[src/rtl/axis_pkt_fifo_pkg.sv]
// Shared types and helpers for the AXI-Stream packet FIFO.
// The gate states only matter when the FIFO runs in store-and-forward mode.
package axis_pkt_fifo_pkg;

    typedef enum logic [1:0] {
        GATE_WAIT  = 2'd0,
        GATE_SEND  = 2'd1,
        GATE_FORCE = 2'd2
    } gate_state_t;

    function automatic int clog2(input int value);
        int result;
        int remaining;
        result = 0;
        remaining = value - 1;
        while (remaining > 0) begin
            result = result + 1;
            remaining = remaining >> 1;
        end
        return result;
    endfunction

endpackage

[src/rtl/axis_pkt_fifo_mem.sv]
// Storage array for the packet FIFO: synchronous write, asynchronous read.
// The asynchronous read gives first-word fall-through on the output side.
module axis_pkt_fifo_mem #(
    parameter int W     = 9,
    parameter int DEPTH = 8,
    parameter int AW    = 3
) (
    input  logic          clk,
    input  logic          we,
    input  logic [AW-1:0] waddr,
    input  logic [W-1:0]  wdata,
    input  logic [AW-1:0] raddr,
    output logic [W-1:0]  rdata
);

    logic [W-1:0] mem [DEPTH];

    always_ff @(posedge clk) begin
        if (we) begin
            mem[waddr] <= wdata;
        end
    end

    assign rdata = mem[raddr];

endmodule

[src/rtl/axis_pkt_fifo.sv]
// AXI-Stream FIFO with occupancy/packet counters and an optional
// store-and-forward gate that falls back to cut-through for oversize packets.
//
// state      | meaning
// GATE_WAIT  | output held off until a complete packet is stored
// GATE_SEND  | releasing stored packets until the last complete one drains
// GATE_FORCE | buffer filled with no tlast stored; stream through to tlast
module axis_pkt_fifo
    import axis_pkt_fifo_pkg::*;
#(
    parameter int DW       = 8,
    parameter int DEPTH    = 8,
    parameter int PKT_MODE = 0,
    localparam int AW      = clog2(DEPTH)
) (
    input  logic          clk,
    input  logic          rst,
    input  logic [DW-1:0] s_tdata,
    input  logic          s_tvalid,
    input  logic          s_tlast,
    output logic          s_tready,
    output logic [DW-1:0] m_tdata,
    output logic          m_tvalid,
    output logic          m_tlast,
    input  logic          m_tready,
    output logic [AW:0]   count,
    output logic [AW:0]   pkt_cnt,
    output logic          full,
    output logic          empty,
    output logic          oversize
);

    localparam logic [AW:0] DEPTH_CNT = (AW+1)'(DEPTH);
    localparam bit          GATED     = (PKT_MODE != 0);

    logic [AW-1:0] wr_ptr;
    logic [AW-1:0] rd_ptr;
    logic [AW:0]   count_q;
    logic [AW:0]   pkt_q;
    logic [AW:0]   count_next;
    logic [AW:0]   pkt_next;
    logic          ready_q;
    logic          oversize_q;
    gate_state_t   state;
    logic          push;
    logic          pop;
    logic          push_last;
    logic          pop_last;
    logic [DW:0]   rd_word;

    axis_pkt_fifo_mem #(
        .W     (DW + 1),
        .DEPTH (DEPTH),
        .AW    (AW)
    ) u_mem (
        .clk   (clk),
        .we    (push),
        .waddr (wr_ptr),
        .wdata ({s_tlast, s_tdata}),
        .raddr (rd_ptr),
        .rdata (rd_word)
    );

    assign m_tdata  = rd_word[DW-1:0];
    assign m_tlast  = rd_word[DW];
    assign full     = (count_q == DEPTH_CNT);
    assign empty    = (count_q == '0);
    assign s_tready = ready_q;
    assign count    = count_q;
    assign pkt_cnt  = pkt_q;
    assign oversize = oversize_q;
    assign m_tvalid = !empty && (!GATED || state != GATE_WAIT);

    assign push      = s_tvalid && ready_q;
    assign pop       = m_tvalid && m_tready;
    assign push_last = push && s_tlast;
    assign pop_last  = pop && m_tlast;

    always_comb begin
        count_next = count_q;
        pkt_next   = pkt_q;
        if (push && !pop) begin
            count_next = count_q + 1'b1;
        end else if (pop && !push) begin
            count_next = count_q - 1'b1;
        end
        if (push_last && !pop_last) begin
            pkt_next = pkt_q + 1'b1;
        end else if (pop_last && !push_last) begin
            pkt_next = pkt_q - 1'b1;
        end
    end

    // Ready comes from the next occupancy so it never depends on m_tready combinationally.
    always_ff @(posedge clk or posedge rst) begin
        if (rst) begin
            wr_ptr  <= '0;
            rd_ptr  <= '0;
            count_q <= '0;
            pkt_q   <= '0;
            ready_q <= 1'b0;
        end else begin
            if (push) begin
                wr_ptr <= wr_ptr + 1'b1;
            end
            if (pop) begin
                rd_ptr <= rd_ptr + 1'b1;
            end
            count_q <= count_next;
            pkt_q   <= pkt_next;
            ready_q <= (count_next != DEPTH_CNT);
        end
    end

    // Transitions look at post-edge counts so a packet is released the cycle after its tlast lands.
    always_ff @(posedge clk or posedge rst) begin
        if (rst) begin
            state      <= GATE_WAIT;
            oversize_q <= 1'b0;
        end else begin
            oversize_q <= 1'b0;
            if (GATED) begin
                case (state)
                    GATE_WAIT: begin
                        if (pkt_next != '0) begin
                            state <= GATE_SEND;
                        end else if (count_next == DEPTH_CNT) begin
                            state      <= GATE_FORCE;
                            oversize_q <= 1'b1;
                        end
                    end
                    GATE_SEND, GATE_FORCE: begin
                        if (pop_last) begin
                            state <= (pkt_next != '0) ? GATE_SEND : GATE_WAIT;
                        end
                    end
                    default: state <= GATE_WAIT;
                endcase
            end
        end
    end

endmodule

[config.mk]
export PLATFORM = sky130hd
export DESIGN_NAME = axis_pkt_fifo
export DESIGN_NICKNAME = d
export VERILOG_FILES = /design/src/rtl/axis_pkt_fifo_pkg.sv /design/src/rtl/axis_pkt_fifo_mem.sv /design/src/rtl/axis_pkt_fifo.sv
export SDC_FILE = /design/constraint.sdc
export NUM_CORES = 1
export LEC_CHECK = 0
export BUFFER_PORTS_ARGS = -buffer_cell sky130_fd_sc_hd__buf_2
export CORE_UTILIZATION = 58
export CTS_CLUSTER_SIZE = 40
export DETAILED_ROUTE_END_ITERATION = 12
export PLACE_DENSITY = 0.78
export REMOVE_ABC_BUFFERS = 1
export SETUP_SLACK_MARGIN = 0.5
export SLEW_MARGIN = 20
export SYNTH_ARGS = -nofsm -noshare
export SYNTH_HDL_FRONTEND = slang
export SYNTH_SLANG_ARGS = --single-unit
[constraint.sdc]
create_clock -name clk -period 3.8 [get_ports clk]
set_input_delay 0.57 -clock clk [delete_from_list [all_inputs] [get_ports clk]]
set_output_delay 0.57 -clock clk [all_outputs]
set_load 0.02 [all_outputs]
# [After elaboration in Yosys (flattened, before gate mapping)]
# Memories as Yosys holds them, arrays and structs flattened.
# Cells that the tools add are included.
[classes] n_reduce_logical=15 n_mux=6 eq_ne=2 add_sub_neg=6
[op_table] op="$mux 4" n=4
[op_table] op="$add 4x1->4 const B" n=2
[op_table] op="$logic_and 1x1->1" n=8
[op_table] op="$sub 4x1->4 const B" n=2
[op_table] op="$add 3x1->3 const B" n=2
[op_table] op="$logic_not 1->1" n=5
[op_table] op="$eq 4x4->1 const B" n=1
[op_table] op="$logic_not 4->1" n=1
[op_table] op="$ne 4x4->1 const B" n=1
[op_table] op="$mux 1" n=2
[op_table] op="$reduce_bool 2->1" n=1
[totals] output_inout_bits=22 in_bits=13 mem_bits_rw=72 reg_bits=15 wordCells=35 memories=1
[memory_table] memory="u_mem.mem" depth=8 width=9 rd=1 rd_clocked_by_memory_dff=0 write_ports=1 line_no="axis_pkt_fifo_mem.sv:16" text="logic [W-1:0] mem [DEPTH];"

# [Logic depth before layout (Yosys ltp)]
[logic_depth] ltp_word=7 depth_mapped=15 mapped_depth_nobuf=13

# [Cells and area by module]
# From an unflattened synthesis, not the netlist that was laid out.
[unflattened] cells_unflattened=202 area_unflattened_um2=3741.1
[modules_own_cells] module="axis_pkt_fifo_mem" area_per_inst_um2=2839.0 n_inst=1 cells_each=117 seq_area_each_um2=2162.1
[modules_own_cells] module="axis_pkt_fifo" area_per_inst_um2=902.1 n_inst=1 cells_each=85 seq_area_each_um2=375.4

# [Worst setup path before layout]
# Ideal clock, no wire load.
[synth_timing] kind="reg2reg" start="register count_q[1], in the netlist count[1]" end="register pkt_q[3], in the netlist pkt_cnt[3]" arrival_time_ns=2.724 path_stages_with_launch=16 setup_ns=0.130 setup_slack_ns=0.946 required_time_ns=3.670 path_buffers=2 period_less_slack_ns=2.854 path_cell_list="dfrtp_1 inv_1 ha_1 or3b_1 buf_2 and2_4 buf_6 nand2_1 ha_1 inv_1 ha_1 a21o_1 a21oi_1 xnor2_1 nor2_1 xor2_1"
[synth_between] elab_chain_cells=7 elab_cells_between_ends=9 classes_between="mux (1); reduce/logical (8)"
[synth_lines] item="start: declaration" line_no="axis_pkt_fifo.sv:38" text="logic [AW:0] count_q;"
[synth_lines] item="start signal: assignment" line_no="axis_pkt_fifo.sv:109" text="count_q <= count_next;"
[synth_lines] item="$logic_not 4->1 (*)" line_no="axis_pkt_fifo.sv:67" text="assign empty = (count_q == '0);"
[synth_lines] item="$logic_not 1->1 (*)" line_no="axis_pkt_fifo.sv:72" text="assign m_tvalid = !empty && (!GATED || state != GATE_WAIT);"
[synth_lines] item="via m_tvalid" line_no="axis_pkt_fifo.sv:23" text="output logic m_tvalid,"
[synth_lines] item="$logic_and 1x1->1 (*)" line_no="axis_pkt_fifo.sv:75" text="assign pop = m_tvalid && m_tready;"
[synth_lines] item="$logic_and 1x1->1 (*)" line_no="axis_pkt_fifo.sv:77" text="assign pop_last = pop && m_tlast;"
[synth_lines] item="$logic_not 1->1" line_no="axis_pkt_fifo.sv:87" text="if (push_last && !pop_last) begin"
[synth_lines] item="$logic_and 1x1->1" line_no="axis_pkt_fifo.sv:87"
[synth_lines] item="$mux 4 or $reduce_bool 2->1 (tied branches)"
[synth_lines] item="end signal: assignment" line_no="axis_pkt_fifo.sv:110" text="pkt_q <= pkt_next;"
[synth_lines] item="end: declaration" line_no="axis_pkt_fifo.sv:39" text="logic [AW:0] pkt_q;"
# The timed path passes the listed nets; every way through them passes the cells marked *.
# A chain may end at the register's enable or synchronous reset.

# [Worst setup path after layout]
[layout_timing] start="register rd_ptr[0]" end="output m_tdata[0]"
[layout_between] elab_chain_cells=1
[layout_lines] item="start: declaration" line_no="axis_pkt_fifo.sv:37" text="logic [AW-1:0] rd_ptr;"
[layout_lines] item="start signal: assignment" line_no="axis_pkt_fifo.sv:107" text="rd_ptr <= rd_ptr + 1'b1;"
[layout_lines] item="$mem_v2 8x9"
[layout_lines] item="end: declaration" line_no="axis_pkt_fifo.sv:22" text="output logic [DW-1:0] m_tdata,"
# No other way between the ends.

==> summary.txt <==
Status
  – Outcome: complete, no violations

STA
  – Min Tclk post-route: 2830 ps
  – Clock skew: 10.8 ps
  – Fin. Hold Viols: 0
  – Worst-Margin Slew: 1020 ps
  – Final setup TNS: 0 ps
  – Final setup fails: 0
  – RSZ-0062 raised after global routing: false
  – Slew margin rel.: 31.8%
  – Pins Over Slew Limit: 0
  – Tcrit/Tclk final: 74.5%
  – Max Freq: 0.353 GHz
  – Worst setup margin: 970 ps
  – Min Hold Slack: approximately 290 ps

Clock network
  – Hold buffers post-CTS: 0
  – CTS max path bufs: 2
  – Clk_lat worst skew: 340 ps
  – CTS root buf: clkbuf_8
  – Post-CTS Setup Bufs: 0
  – H-tree depth: 3
  – CTS tree: built
  – CTS Buf Count: 9
  – Resize count post-CTS: 0
  – Reg clk slew, reported paths: 90 ps
  – Clock net sink count: just under 90

Route
  – Iteration count of the initial detailed-routing pass: 4
  – Drt wl/cell: around 19 µm
  – Vias: 1880
  – Initial DRC count: 78
  – Vias per std cell: 5.86
  – DRC: 0
  – Drt total wl: 6200 µm
  – Routed Antenna Nets: 0

Yosys
  – Most instantiated cells after synthesis: edfxtp_1, mux4_2, dfrtp_1
  – Post-synth EDFFs: ~70
  – Cells after Synth: between 150 and 200
  – Post-synth top flop: edfxtp_1
  – Syn_area_per_cell: 18.1 µm²
  – Top cells by area, synth: edfxtp_1, mux4_2, dfrtp_1
  – Cell variety after synth: 38
  – Top-count cell post-synth: edfxtp_1
  – Mapped cell area: 0.00361 mm²
  – Synth Warn #: 0
  – Ys async rst share: 17.2%
  – #FFs+latches synth: 87
  – Register area share after synthesis: 70.3%
  – Yosys top cell area share: around three fifths
  – Leading area contributor after synthesis: edfxtp_1

Power and ir drop
  – PwrDens: 800 mW/mm²
  – Static leakage power: 1.47 nW
  – Worst VDD drop: 0.567 mV

Global route
  – Initial antenna violation count: 0
  – First-pass GRT wire length: about 9400 µm
  – Largest net degree at the start of global routing: 16
  – Vias in the first global route: 1812
  – GRT overflow: 0
  – GRT Total Usage: 21.3%

Finish
  – Multi-input gate area: ~0.001 mm²
  – Nets: 262
  – Register Area: around 0.0025 mm²
  – Final cell count without fillers: 321
  – Ratio of cells with drive above 1 in the final layout: 36.6%
  – Fill count: 391
  – Inserted Diodes: 0
  – Area growth from synthesis to layout: 13.1%

Placed design
  – I/O Buffers: 33
  – Post-DP HPWL: roughly 4000 µm
  – Place WS: 951 ps
  – # placed instances: roughly 300
  – GP Congestion: 0.805

Die
  – Initial Util: 60.6%
  – Core outline area: slightly below 0.006 mm²
  – Full die area: 0.00654 mm²
  – Die W: around 80 µm
  – Io pins: 35
  – Row count: 28
  – Die Y: between 80 and 90 µm

Setup path
  – R2R cell count: 11
  – Crit. End Element: output pin
  – CP Launch Point: rd_ptr[0]$_DFFE_PP0N_
  – Critical path class: reg2out
  – Crit path max fanout: 14
  – Crit start category: register
  – Critical Path RT: 3230 ps
  – Worst path arrival time: 2260 ps
  – Reg2reg start: rd_ptr[0]$_DFFE_PP0N_

Job
  – Max-Cap Viols: 0

Min path
  – Worst Hold Class: in2async
## final cells by class
cell class | instances | share of cell area (%)
repair buffers | 40 | 5.33
flip-flops and latches | 87 | 62.2
well taps | 75 | 2.30
clock inverters | 6 | 1.65
clock buffers | 10 | 3.37
multi-input cells | 98 | 24.7
inverters | 5 | 0.460
## critical path: stages, from the launching register on
cell	delay (ps)
dfrtp_1	570
buf_4	370
mux4_2	550
mux2_2	280
buf_2	160
## kinds of logic (layout without fill, tap and decap cells)
| family | after synthesis | in the layout | share of synthesized area, % |
|---|---|---|---|
| flip-flops | 87 | 87 | 70.3 |
| AND/OR/NAND/NOR | 38 | 38 | 5.41 |
| other | 1 | 1 | 0.104 |
| buffers and inverters | 14 | 61 | 1.87 |
| XOR/XNOR | 10 | 10 | 2.43 |
| multiplexers | 29 | 29 | 14.7 |
| adder cells (fa/ha/maj) | 8 | 8 | 2.98 |
| AO/OA/AOI/OAI | 12 | 12 | 2.22 |
## flip-flops by register name (all words and copies together), names as in the netlist
signal / count
pkt_cnt: 4
wr_ptr: 3
count: 4
s_tready: 1
u_mem.mem: 72
rd_ptr: 3
## routing by layer
layer / GRT usage [%] / wire length [µm] / vias up
met5: 0 / 0 / -
met4: 10.2 / 101 / 0
met3: 4.83 / 283 / 10
met2: 33.8 / 3130 / 57
met1: 28.0 / 2690 / 959
li1: - / - / 854
## final timing paths
kind | end | slack [ps]
max in group asynchronous | rd_ptr[0]$_DFFE_PP0N_ | 3100
setup / recovery | m_tdata[0] | 970
hold / removal | pkt_cnt[0]$_DFFE_PP0P_ | 290
min in group clk | pkt_cnt[3]$_DFFE_PP0P_ | 470
hold reg to reg | pkt_cnt[3]$_DFFE_PP0P_ | 470
setup reg to reg | pkt_cnt[3]$_DFFE_PP0P_ | 990
## per-stage QoR
step / instance area, µm² / total power [mW] / utilization, %
3_3_place_gp: 3880 / 2.63 / 65.1
4_1_cts: 4080 / 3.30 / 68.6
6_report: 4080 / 3.27 / 68.6
5_1_grt: 4080 / 3.45 / 68.6
3_5_place_dp: 3880 / 2.66 / 65.1
2_1_floorplan: 3560 / 2.28 / -
## power breakdown
group	total [mW]	switching [mW]	internal, mW
sequential	1.42	0.181	1.24
clock	0.639	0.315	0.324
combinational	1.21	0.634	0.572
## cells in the final DEF (no fill, tap or decap), types with 2 or more instances in the layout
master       n
edfxtp_1    72
buf_2       33
mux4_2      18
dfrtp_1     15
nand2_1     11
mux2_2      11
clkbuf_8    10
xnor2_1      9
ha_1         7
buf_4        7
nor2_1       6
inv_1        5
nor3_1       5
nand3_1      4
a21oi_1      3
o21ai_0      2
or3_1        2
nand2b_1     2
clkinvlp_4   2
No activity file was read; power rests on OpenSTA's default activity.
